### config.mk
export PLATFORM = sky130hd
export DESIGN_NAME = dma_engine
export DESIGN_NICKNAME = d
export VERILOG_FILES = /design/src/rtl/dma_engine.sv
export SDC_FILE = /design/constraint.sdc
export NUM_CORES = 1
export LEC_CHECK = 0
export CAP_MARGIN = 20
export CORE_ASPECT_RATIO = 1.5
export CORE_MARGIN = 3
export CORE_UTILIZATION = 41
export CTS_BUF_LIST = sky130_fd_sc_hd__clkbuf_8
export CTS_CLUSTER_DIAMETER = 100
export DETAILED_ROUTE_END_ITERATION = 7
export PLACE_DENSITY_LB_ADDON = 0.3
export SETUP_SLACK_MARGIN = 0.4
export SYNTH_ARGS = -nofsm -noshare
export SYNTH_HDL_FRONTEND = slang
export SYNTH_SLANG_ARGS = --single-unit
### constraint.sdc
create_clock -name i_clk -period 2.3 [get_ports i_clk]
set_input_delay 0.345 -clock i_clk [delete_from_list [all_inputs] [get_ports i_clk]]
set_output_delay 0.345 -clock i_clk [all_outputs]
set_load 0.005 [all_outputs]
### src/rtl/dma_engine.sv
// Word-granular DMA engine moving 32-bit words between data memory and one of NUM_PIM PIM units.
// One word is in flight at a time; o_dma_busy stalls the core pipeline for the whole transfer.
module dma_engine #(
  parameter int unsigned XLEN    = 32,
  parameter int unsigned NUM_PIM = 4,
  parameter int unsigned PIM_AW  = 11
) (
  input  logic               i_clk,
  input  logic               i_rst_n,
  input  logic               i_dma_en,
  input  logic [2:0]         i_dma_funct3,
  input  logic [NUM_PIM-1:0] i_dma_sel_pim,
  input  logic [12:0]        i_dma_size,
  input  logic [XLEN-1:0]    i_dma_mem_addr,
  output logic               o_dma_busy,
  output logic               o_dma_done,
  output logic               o_dma_err,
  output logic               o_mem_req,
  input  logic               i_mem_gnt,
  output logic [XLEN-1:0]    o_mem_addr,
  output logic               o_mem_read,
  output logic               o_mem_write,
  output logic [3:0]         o_mem_size,
  output logic [XLEN-1:0]    o_mem_wr_data,
  input  logic [XLEN-1:0]    i_mem_rd_data,
  output logic [NUM_PIM-1:0] o_pim_sel,
  output logic               o_pim_valid,
  input  logic               i_pim_ready,
  output logic               o_pim_we,
  output logic [PIM_AW-1:0]  o_pim_addr,
  output logic [XLEN-1:0]    o_pim_wdata,
  input  logic [XLEN-1:0]    i_pim_rdata,
  input  logic               i_pim_rvalid
);

  localparam int unsigned CNT_W    = 14;
  localparam logic [2:0]  F3_LOAD  = 3'b000;
  localparam logic [2:0]  F3_STORE = 3'b001;

  typedef enum logic [2:0] {
    S_IDLE,
    S_MEM_RD,
    S_MEM_RDATA,
    S_PIM_WR,
    S_PIM_RD,
    S_PIM_RWAIT,
    S_MEM_WR
  } state_e;

  state_e             state_q;
  logic               is_load_q;
  logic [NUM_PIM-1:0] sel_q;
  logic [XLEN-1:0]    mem_addr_q, mem_addr_d;
  logic [PIM_AW-1:0]  pim_addr_q, pim_addr_d;
  logic [CNT_W-1:0]   remaining_q, remaining_d;
  logic [XLEN-1:0]    buf_q;
  logic               busy_q, done_q, err_q;
  logic               mem_req_q, mem_read_q, mem_write_q;
  logic [3:0]         mem_size_q;
  logic               pim_valid_q, pim_we_q;

  logic [CNT_W-1:0]   words_c;
  logic               sel_onehot_c;
  logic               cmd_legal_c;
  logic               word_done_c;
  logic               last_word_c;
  logic               unused_c;

  // Command decode, per-word address/count advance and word-completion detect.
  always_comb begin
    words_c      = (CNT_W'(i_dma_size) + CNT_W'(3)) >> 2;
    sel_onehot_c = (i_dma_sel_pim != '0) &&
                   ((i_dma_sel_pim & (i_dma_sel_pim - NUM_PIM'(1))) == '0);
    cmd_legal_c  = ((i_dma_funct3 == F3_LOAD) || (i_dma_funct3 == F3_STORE)) &&
                   sel_onehot_c && (i_dma_size != '0);
    mem_addr_d   = mem_addr_q + XLEN'(4);
    pim_addr_d   = pim_addr_q + PIM_AW'(1);
    remaining_d  = remaining_q - CNT_W'(1);
    word_done_c  = ((state_q == S_PIM_WR) && i_pim_ready) ||
                   ((state_q == S_MEM_WR) && i_mem_gnt);
    last_word_c  = (remaining_q == CNT_W'(1));
  end

  assign unused_c = ^i_dma_mem_addr[1:0];

  always_ff @(posedge i_clk or negedge i_rst_n) begin
    if (!i_rst_n) begin
      state_q     <= S_IDLE;
      is_load_q   <= 1'b0;
      sel_q       <= '0;
      mem_addr_q  <= '0;
      pim_addr_q  <= '0;
      remaining_q <= '0;
      buf_q       <= '0;
      busy_q      <= 1'b0;
      done_q      <= 1'b0;
      err_q       <= 1'b0;
      mem_req_q   <= 1'b0;
      mem_read_q  <= 1'b0;
      mem_write_q <= 1'b0;
      mem_size_q  <= '0;
      pim_valid_q <= 1'b0;
      pim_we_q    <= 1'b0;
    end else begin
      done_q     <= 1'b0;
      err_q      <= 1'b0;
      mem_size_q <= 4'b1111;
      if (i_dma_en && (state_q != S_IDLE)) err_q <= 1'b1;

      case (state_q)
        S_IDLE: begin
          if (i_dma_en) begin
            if (cmd_legal_c) begin
              is_load_q   <= (i_dma_funct3 == F3_LOAD);
              sel_q       <= i_dma_sel_pim;
              mem_addr_q  <= {i_dma_mem_addr[XLEN-1:2], 2'b00};
              pim_addr_q  <= '0;
              remaining_q <= words_c;
              busy_q      <= 1'b1;
              if (i_dma_funct3 == F3_LOAD) begin
                state_q    <= S_MEM_RD;
                mem_req_q  <= 1'b1;
                mem_read_q <= 1'b1;
              end else begin
                state_q     <= S_PIM_RD;
                pim_valid_q <= 1'b1;
                pim_we_q    <= 1'b0;
              end
            end else begin
              err_q <= 1'b1;
            end
          end
        end
        S_MEM_RD: begin
          if (i_mem_gnt) begin
            mem_req_q  <= 1'b0;
            mem_read_q <= 1'b0;
            state_q    <= S_MEM_RDATA;
          end
        end
        S_MEM_RDATA: begin
          buf_q       <= i_mem_rd_data;
          pim_valid_q <= 1'b1;
          pim_we_q    <= 1'b1;
          state_q     <= S_PIM_WR;
        end
        S_PIM_WR: begin
          if (i_pim_ready) begin
            pim_valid_q <= 1'b0;
            pim_we_q    <= 1'b0;
          end
        end
        S_PIM_RD: begin
          if (i_pim_ready) begin
            pim_valid_q <= 1'b0;
            state_q     <= S_PIM_RWAIT;
          end
        end
        S_PIM_RWAIT: begin
          if (i_pim_rvalid) begin
            buf_q       <= i_pim_rdata;
            mem_req_q   <= 1'b1;
            mem_write_q <= 1'b1;
            state_q     <= S_MEM_WR;
          end
        end
        S_MEM_WR: begin
          if (i_mem_gnt) begin
            mem_req_q   <= 1'b0;
            mem_write_q <= 1'b0;
          end
        end
        default: state_q <= S_IDLE;
      endcase

      // A finished word either ends the transfer or launches the next word's first request.
      if (word_done_c) begin
        mem_addr_q  <= mem_addr_d;
        pim_addr_q  <= pim_addr_d;
        remaining_q <= remaining_d;
        if (last_word_c) begin
          state_q <= S_IDLE;
          busy_q  <= 1'b0;
          done_q  <= 1'b1;
          sel_q   <= '0;
        end else if (is_load_q) begin
          state_q    <= S_MEM_RD;
          mem_req_q  <= 1'b1;
          mem_read_q <= 1'b1;
        end else begin
          state_q     <= S_PIM_RD;
          pim_valid_q <= 1'b1;
          pim_we_q    <= 1'b0;
        end
      end
    end
  end

  assign o_dma_busy    = busy_q;
  assign o_dma_done    = done_q;
  assign o_dma_err     = err_q;
  assign o_mem_req     = mem_req_q;
  assign o_mem_addr    = mem_addr_q;
  assign o_mem_read    = mem_read_q;
  assign o_mem_write   = mem_write_q;
  assign o_mem_size    = mem_size_q;
  assign o_mem_wr_data = buf_q;
  assign o_pim_sel     = sel_q;
  assign o_pim_valid   = pim_valid_q;
  assign o_pim_we      = pim_we_q;
  assign o_pim_addr    = pim_addr_q;
  assign o_pim_wdata   = buf_q;

endmodule

Yosys cells after proc, flatten, opt, wreduce, memory -nomap -nowiden
Cells that the tools add are included.
W data, S select, Z words.
{"block": "word_totals", "wordCells": 141, "output_inout_bits": 123, "inputBits": 122, "ff_bits": 106}
{"block": "classes", "mux": 76, "n_eq_ne": 16, "addsub": 5, "n_bitwise": 1, "n_reduce_logical": 27}
{"op": "$mux W32", "count": 5}
{"op": "$pmux W32 S2", "count": 1}
{"op": "$mux W14", "count": 4}
{"op": "$mux W11", "count": 4}
{"op": "$mux W1", "count": 42}
{"op": "$add A32 B3 Y32 const B", "count": 1}
{"op": "$mux W3", "count": 9}
{"op": "$mux W4", "count": 5}
{"op": "$pmux W3 S6", "count": 1}
{"op": "$ne A3 B3 Y1 const B", "count": 5}
{"op": "$add A13 B2 Y14 const B", "count": 1}
{"op": "$eq A14 B1 Y1 const B", "count": 1}
{"op": "$sub A14 B1 Y14 const B", "count": 1}
{"op": "$reduce_bool A13 Y1", "count": 1}
{"op": "$add A11 B1 Y11 const B", "count": 1}
{"op": "$reduce_bool A2 Y1", "count": 5}
{"op": "$eq A3 B3 Y1 const B", "count": 3}
{"op": "$pmux W1 S3", "count": 3}
{"op": "$reduce_and A3 Y1", "count": 3}
{"op": "$eq A3 B1 Y1 const B", "count": 2}
{"op": "$eq A3 B2 Y1 const B", "count": 2}
{"op": "$logic_and A1 B1 Y1", "count": 6}
{"op": "$logic_not A3 Y1", "count": 2}
{"op": "$reduce_and A6 Y1", "count": 1}
{"op": "11 further kinds", "count": 16}

Depth between registers and ports, before layout
{"block": "logic_depth", "ltp_word": 12, "ltp_mapped": 9, "depth_no_buf": 6}

Least setup slack after synthesis
No wires, ideal clock.
{"block": "synth_path", "path_type": "register to register", "start": "reg mem_addr_q[2], in the netlist o_mem_addr[2]", "end": "reg mem_addr_q[26], in the netlist o_mem_addr[26]", "setup_slack_ps": 35, "n_path_buf": 0, "required_ps": 2174, "arrival_time_ps": 2139, "path_stages_with_launch": 7, "path_cell_list": "dfrtp_1 -> ha_1 -> nand3_2 -> or4_4 -> or3_1 -> mux2_4 -> a221o_1"}
{"block": "synth_via", "elab_chain_cells": 2}
{"item": "start, declared", "line": "53", "rtl": "logic [XLEN-1:0] mem_addr_q, mem_addr_d;"}
{"item": "start signal, assigned", "line": "116", "rtl": "mem_addr_q <= {i_dma_mem_addr[XLEN-1:2], 2'b00};"}
{"item": "start signal, assigned", "line": "178", "rtl": "mem_addr_q <= mem_addr_d;"}
{"item": "$add A32 B3 Y32", "line": "76", "rtl": "mem_addr_d = mem_addr_q + XLEN'(4);"}
{"item": "$mux W32", "line": "177", "rtl": "if (word_done_c) begin"}
No other way between the ends.
A chain may end at the register's enable or synchronous reset.

Worst setup path in the final report
{"block": "layout_path", "start": "reg mem_addr_q[3], in the netlist o_mem_addr[3]", "end": "reg mem_addr_q[26], in the netlist o_mem_addr[26]"}
The elaborated chain is that of the path after synthesis.

==> results.cfg <==
[outcome]
status = finished with violations
violations = negative hold slack

[timing]
setup_ws_ns = 0.06922
worst_pin_slew_ns = 0.6525
whs_ns = -0.01556
max_freq_ghz = 0.4483
slew_violations = 0
rsz0062_at_grt = true
skew_ns = 0.01070
finalCritPeriodShare = 0.9699
max_slew_margin = 0.5650
finalSetupViolCount = 0
fin_crit_ns = 2.231
finalHoldViolCount = 8

[clock_tree]
cts_hold_buf = 0
htree_levels = 3
cts_root_buf = clkbuf_8
numCtsBuffers = 9
cts_tree = yes
cts.clk_slew.worst_paths_ns = 0.10
clkLatencyLatePin_ns = 0.37
cts_sinks = 104
clockBufferDepth = 2

[logic_synthesis]
synth_fa_ha_area_frac = 0.008352
synth_ff_type = dfrtp_1
synth.distinct_cells = 71
synth_area_per_cell_um2 = 8.943
synth_top_cells_by_area = dfrtp_1 43%, mux2i_1 6.0%, o21ai_0 5.2%
synthMuxAreaShare = 0.06452
synthSimpleGateAreaFrac = 0.2067
yosysSeqAreaShare = 0.4343
synthXorXnorAreaFrac = 0.01900
ys_ff_latch = 104
yosys_warnings = 0
synthArstFlopShare = 1.000
synth_most_common_cell = dfrtp_1
synth_area_um2 = 5992
synth_compound_gate_area_share = 0.1794
synth_edf_count = 0
yosysTopAreaCell = dfrtp_1
synth_top_family_by_area = simple AND/OR/NAND/NOR gates
synth_top_area_share = 0.4343
synth_common_cells = 104 x dfrtp_1, 78 x nand2_1, 62 x o21ai_0, 39 x nor2_1, 38 x buf_4
synth_cells = 670

[global_routing]
grt_antenna_before_repair = 0
grt_usage = 0.2425
overflow = 0
grt_max_degree = 65
grt_pass1_wl_um = 31820
grt_pass1_vias = 6171

[power_and_ir_drop]
p_leak_nw = 4.098
swShare = 0.3794
ir_drop_mv = 0.6232
clock_power_share = 0.119
p_per_area_nw_per_um2 = 993.1
seq_power_share = 0.369
internal-power_w = 0.005721
pwr-share-comb = 0.512
netSwitchingPower_w = 0.003497

[final_layout]
drive_above_1_share = 0.1487
fin_area_um2 = 9281
layout.nets = 1049
area_growth_pct = 54.90
antenna_cells = 0

[drt]
wl_um = 20230
num_vias = 6144
drt-initial-drc-count = 338
wire_per_inst_um = 18.06
drtAntennaViolNets = 0
avgViaCountPerCell = 5.486
drc = 0
first_pass_iters = 5

[placed_design]
dp_hpwl_um = 15430
post_dp_cell_area_um2 = 8801
gp_congestion = 0.8973
io_buffers = 240
dp_slack_ns = -0.2986

[setup_path]
cpPeakStageDelay_ns = 0.52
slowest_stage = or4_4
crit_family = simple AND/OR/NAND/NOR gates
crit_path_end_kind = flip-flop
path_cells = ha_4 > nand3_2 > or4_4 > or3_4 > mux2_4 > a221o_1
path_buf_inv = 0
critical_path_class = flip-flop to flip-flop
startpoint_type = flip-flop
path_max_fanout = 3
cp.required_ns = 2.56
crit_arrival_ns = 2.49

[worst_hold_path]
hold_path_class = primary input to asynchronous set/reset pin

[floorplanning]
die_y_um = 154.1
initial_core_util = 0.4222
row_count = 53
core_area_um2 = 14190
io-pin-count = 245
die_w_um = 104.7
dieArea_um2 = 16130

[job]
maxCapViolCount = 0
## power groups by stage
stage	Sequential, W	Clock (W)	Combinational (W)
floorplan	0.00328	0	0.00210
global placement	0.00335	0	0.00443
detailed placement	0.00340	0	0.00456
CTS	0.00338	0.00113	0.00464
global route	0.00351	0.00120	0.00514
finish	0.00341	0.00109	0.00472
## registers in the layout (all words and copies together), names as in the netlist, 3 cells and up
register,count
o_mem_wr_data,32
o_pim_addr,11
remaining_q,14
o_pim_sel,4
o_mem_addr,30
state_q,3
## layout by cell type, fill, tap and decap left out, types with 8 or more instances in the layout
| master | netlist | layout |
|---|---|---|
| a31oi_1 | 15 | 13 |
| buf_4 | 38 | 61 |
| buf_12 | 0 | 8 |
| clkbuf_8 | 0 | 10 |
| mux2i_1 | 36 | 36 |
| inv_1 | 22 | 22 |
| and3_1 | 9 | 9 |
| nor2_1 | 39 | 37 |
| nor3_1 | 19 | 18 |
| dfrtp_1 | 104 | 101 |
| nand2_1 | 78 | 77 |
| clkdlybuf4s50_1 | 0 | 228 |
| xor2_1 | 8 | 8 |
| nand4_1 | 19 | 19 |
| o21ai_0 | 62 | 59 |
| nand3_1 | 28 | 26 |
| a21oi_1 | 34 | 34 |
## timing repair
action                                 4_1_cts  5_1_grt
setup endpoints to repair                   65       67
gates resized for setup                     28       35
setup buffers                                5        8
pin swaps                                   12       13
cloned                                       1        0
endpoints found under the hold margin        0        0
## worst paths after layout
check,startpoint,to,slack [ns],cells past startpoint
setup reg to reg,o_mem_addr[3],o_mem_addr[26],0.07,6
setup / recovery,o_mem_addr[3],o_mem_addr[26],0.07,6
max in group asynchronous,i_rst_n,o_mem_addr[20],1.63,2
hold / removal,i_rst_n,o_pim_sel[3],-0.02,1
hold reg to reg,o_pim_addr[10],o_pim_addr[10],0.50,1
min in group i_clk,i_dma_sel_pim[0],o_pim_sel[0],0.36,4
## layout make-up
type / count / area [um^2]
Fill cell: 1233 / 4910
Timing Repair Buffer: 314 / 3093
Multi-Input combinational cell: 472 / 3079
Sequential cell: 104 / 2606
Tap cell: 192 / 240.2
Clock buffer: 10 / 137.6
Inverter: 22 / 82.58
Clock inverter: 6 / 42.54
## per-layer routing
metal,global-route usage,vias up,wire [um]
met5,0,-,0
met4,0.06942,0,327
met3,0.05544,25,1440
met2,0.4535,250,10710
met1,0.2733,2946,7749
li1,-,2923,-
## per-stage QoR
| step | setup TNS (ns) | std cells | total power (W) | util |
|---|---|---|---|---|
| final | 0 | 1120 | 0.009218 | 0.6540 |
| after global routing | 0 | 1120 | 0.009846 | 0.6540 |
| after CTS | 0 | 1112 | 0.009147 | 0.6426 |
| after detailed placement | -8.587 | 1090 | 0.007958 | 0.6202 |
| after global placement | -6.696 | 1090 | 0.007789 | 0.6202 |
| after floorplan | 0 | 671 | 0.005379 | - |
## cell families (layout without fill, tap and decap cells)
kind of cell	count (synthesis)	count (layout)
other	2	3
and+or+nand+nor	242	242
DFF	104	104
buffers and inverters	95	352
adders and majority gates	4	4
AOI/OAI and AO/OA	172	172
muxes	38	38
xor gates and xnor gates	13	13
Power figures use the tool's default switching activity.
==> RTL edit, RTL diff (config.mk and constraints unchanged) <==
The 7 states of `state_e` get a one-hot encoding in 7 bits.
--- a/src/rtl/dma_engine.sv
+++ b/src/rtl/dma_engine.sv
@@ -39,10 +39,10 @@
 
-  typedef enum logic [2:0] {
-    S_IDLE,
-    S_MEM_RD,
-    S_MEM_RDATA,
-    S_PIM_WR,
-    S_PIM_RD,
-    S_PIM_RWAIT,
-    S_MEM_WR
+  typedef enum logic [6:0] {
+    S_IDLE      = 7'b0000001,
+    S_MEM_RD    = 7'b0000010,
+    S_MEM_RDATA = 7'b0000100,
+    S_PIM_WR    = 7'b0001000,
+    S_PIM_RD    = 7'b0010000,
+    S_PIM_RWAIT = 7'b0100000,
+    S_MEM_WR    = 7'b1000000
   } state_e;
Function: same outputs for any inputs over 4 cycles, from zero or initial values and one cycle with i_rst_n low; so few cycles prove little.
==> RTL edit against the unedited design <==
The flow still finishes with violations (negative hold slack). Wire length up 28%. Worst hold slack worse by 0.052 ns. Total power fell by 24%. Worst setup slack gained 0.095 ns. Area after synthesis rose by 5.6%. Sequential power decreased by 12%. Clock power up 7%. Sequential cell count grew 4. Final area increased by 20%. Clock skew increased by 0.011 ns. First-iteration DRC count is 31% higher. Critical path type unchanged. Largest power group is now sequential cells.
==> RTL edit: results (changes against the unedited design) <==
cts_buffers: 9  # unchanged
reg2reg_from: "state_q[2]"
worst-setup-path-type: "reg2reg"
critPathMaxFanout: 6  # +3
cts-htree-levels: 3  # unchanged
dp_hpwl_mm: 14.9  # -3.3%
powerClk_mw: 1.17  # +7%
tightest_slew_ns: 0.707  # +0.0543 ns
io_buffers: 240  # unchanged
drtAntennaViolNets: 0  # unchanged
drv_slew: 0  # unchanged
timing.critical_path.to: "o_mem_addr[30]"
intPower_mw: 4.43  # -23%
grt_use_total_pct: 25.6  # +1.3 points
cpLargestDelayFamily: "simple AND/OR/NAND/NOR gates"
sw_frac_of_total_pct: 36.4  # -1.5 points
nNetsFinal: 1175  # +12%
layout-drive-gt1-share_pct: 28.1  # +13 points
violations: "negative hold slack"
cpMaxStageDelayCell: "dfrtp_1"
synthFlopType: "dfrtp_1"
clock-root-buffer: "clkbuf_8"
grt_pass1_wl_mm: 34.7  # +9.0%
synth_area_leaders: "dfrtp_1 42%, nand2_1 6.8%, nor2_1 5.3%"
whs_ns: -0.0671  # -0.0515 ns
synth_commonest_cells: "115 x nand2_1, 107 x dfrtp_1, 89 x nor2_1, 43 x a31oi_1"
first_iter_violations: 444  # +31%
arrival_ns: 2.41  # -0.08 ns
grt_max_degree: 109  # +68%
worstHoldPathType: "in2async"
reg2reg_slack_ns: 0.16  # +0.09 ns
largest_reg_flops: 32  # unchanged
dr.pass1.iters: 6  # +1
finalClockSkew_ns: 0.0219  # +0.0112 ns
place_congestion: 0.879  # -2.0%
ys_types: 69  # -2.8%
synthArstFlopShare_pct: 100  # unchanged
insertion_delay_ns: 0.39  # +0.02 ns
status: "complete, but fails checks"
max_stage_delay_ns: 0.41  # -0.11 ns
hold_violations: 13  # +5
clk_pin_slew_ns: 0.13  # +0.03 ns
ys_seq_area_share_pct: 42.7  # -0.72 points
avgViaCountPerCell: 5.79  # +5.6%
drt-total-wl_mm: 25.9  # +28%
worst_r2r_path_depth: 7  # +1
grt_pass1_vias: 6755  # +9.5%
peakVddDrop_uv: 417  # -33%
antenna_cells: 0  # unchanged
combPwrFrac_pct: 40.2  # -11 points
p_leak_nw: 4.67  # +14%
-- RTL edit: worst register-to-register path, delay by kind of cell (launching register included) --
family	cells	cell delay, ns
simple gates	4	0.89
compound gates	1	0.41
buf+inv	2	0.31
flops	1	0.41
-- RTL edit: cells by family (layout without fill, tap and decap cells) --
| logic type | count (synthesis) | count (layout) | share of synthesized area, % |
|---|---|---|---|
| AND/OR/NAND/NOR | 360 | 361 | 27.4 |
| AO/OA/AOI/OAI | 156 | 156 | 17.2 |
| flip-flops | 108 | 108 | 42.7 |
| buffers and inverters | 96 | 402 | 8.90 |
| XOR/XNOR | 14 | 14 | 1.94 |
| multiplexers | 6 | 6 | 0.949 |
| adder cells (fa/ha/maj) | 4 | 4 | 0.791 |
| other | 2 | 3 | 0.119 |
-- RTL edit: cell type report --
type                    instances  area [µm²]
fillers                      1035        4040
clock inverters                 7        60.1
well taps                     199         249
flip-flops and latches        108        2710
multi-input cells             544        3870
clock buffers                   9         124
inverters                      13        48.8
repair buffers                373        4040
-- RTL edit: through the flow --
stage	cell area, µm²	hold WS [ns]	instances	setup WS (ns)	setup TNS (ns)
2_1_floorplan	6490	0.0494	747	0.189	0
3_3_place_gp	9180	0.476	1178	-0.183	-3.89
3_5_place_dp	9180	0.480	1178	-0.246	-6.02
4_1_cts	10100	0.0387	1222	0.131	0
5_1_grt	11100	0.0595	1253	0.110	0
6_report	11100	-0.0671	1253	0.164	0
-- RTL edit: timing repair --
action                                  4_1_cts  5_1_grt
cloned                                        7       12
pin swaps                                    36       40
setup buffers                                21       19
gates resized for setup                      82      155
endpoints found under the setup margin      102      104
-- RTL edit: routing by layer --
layer	track usage (%)	share of wire [%]	up-vias
met3	5.63	7.6	87
li1	-	-	3279
met5	0	0	-
met4	9.75	4.9	0
met1	29.3	35	3515
met2	46.4	53	379
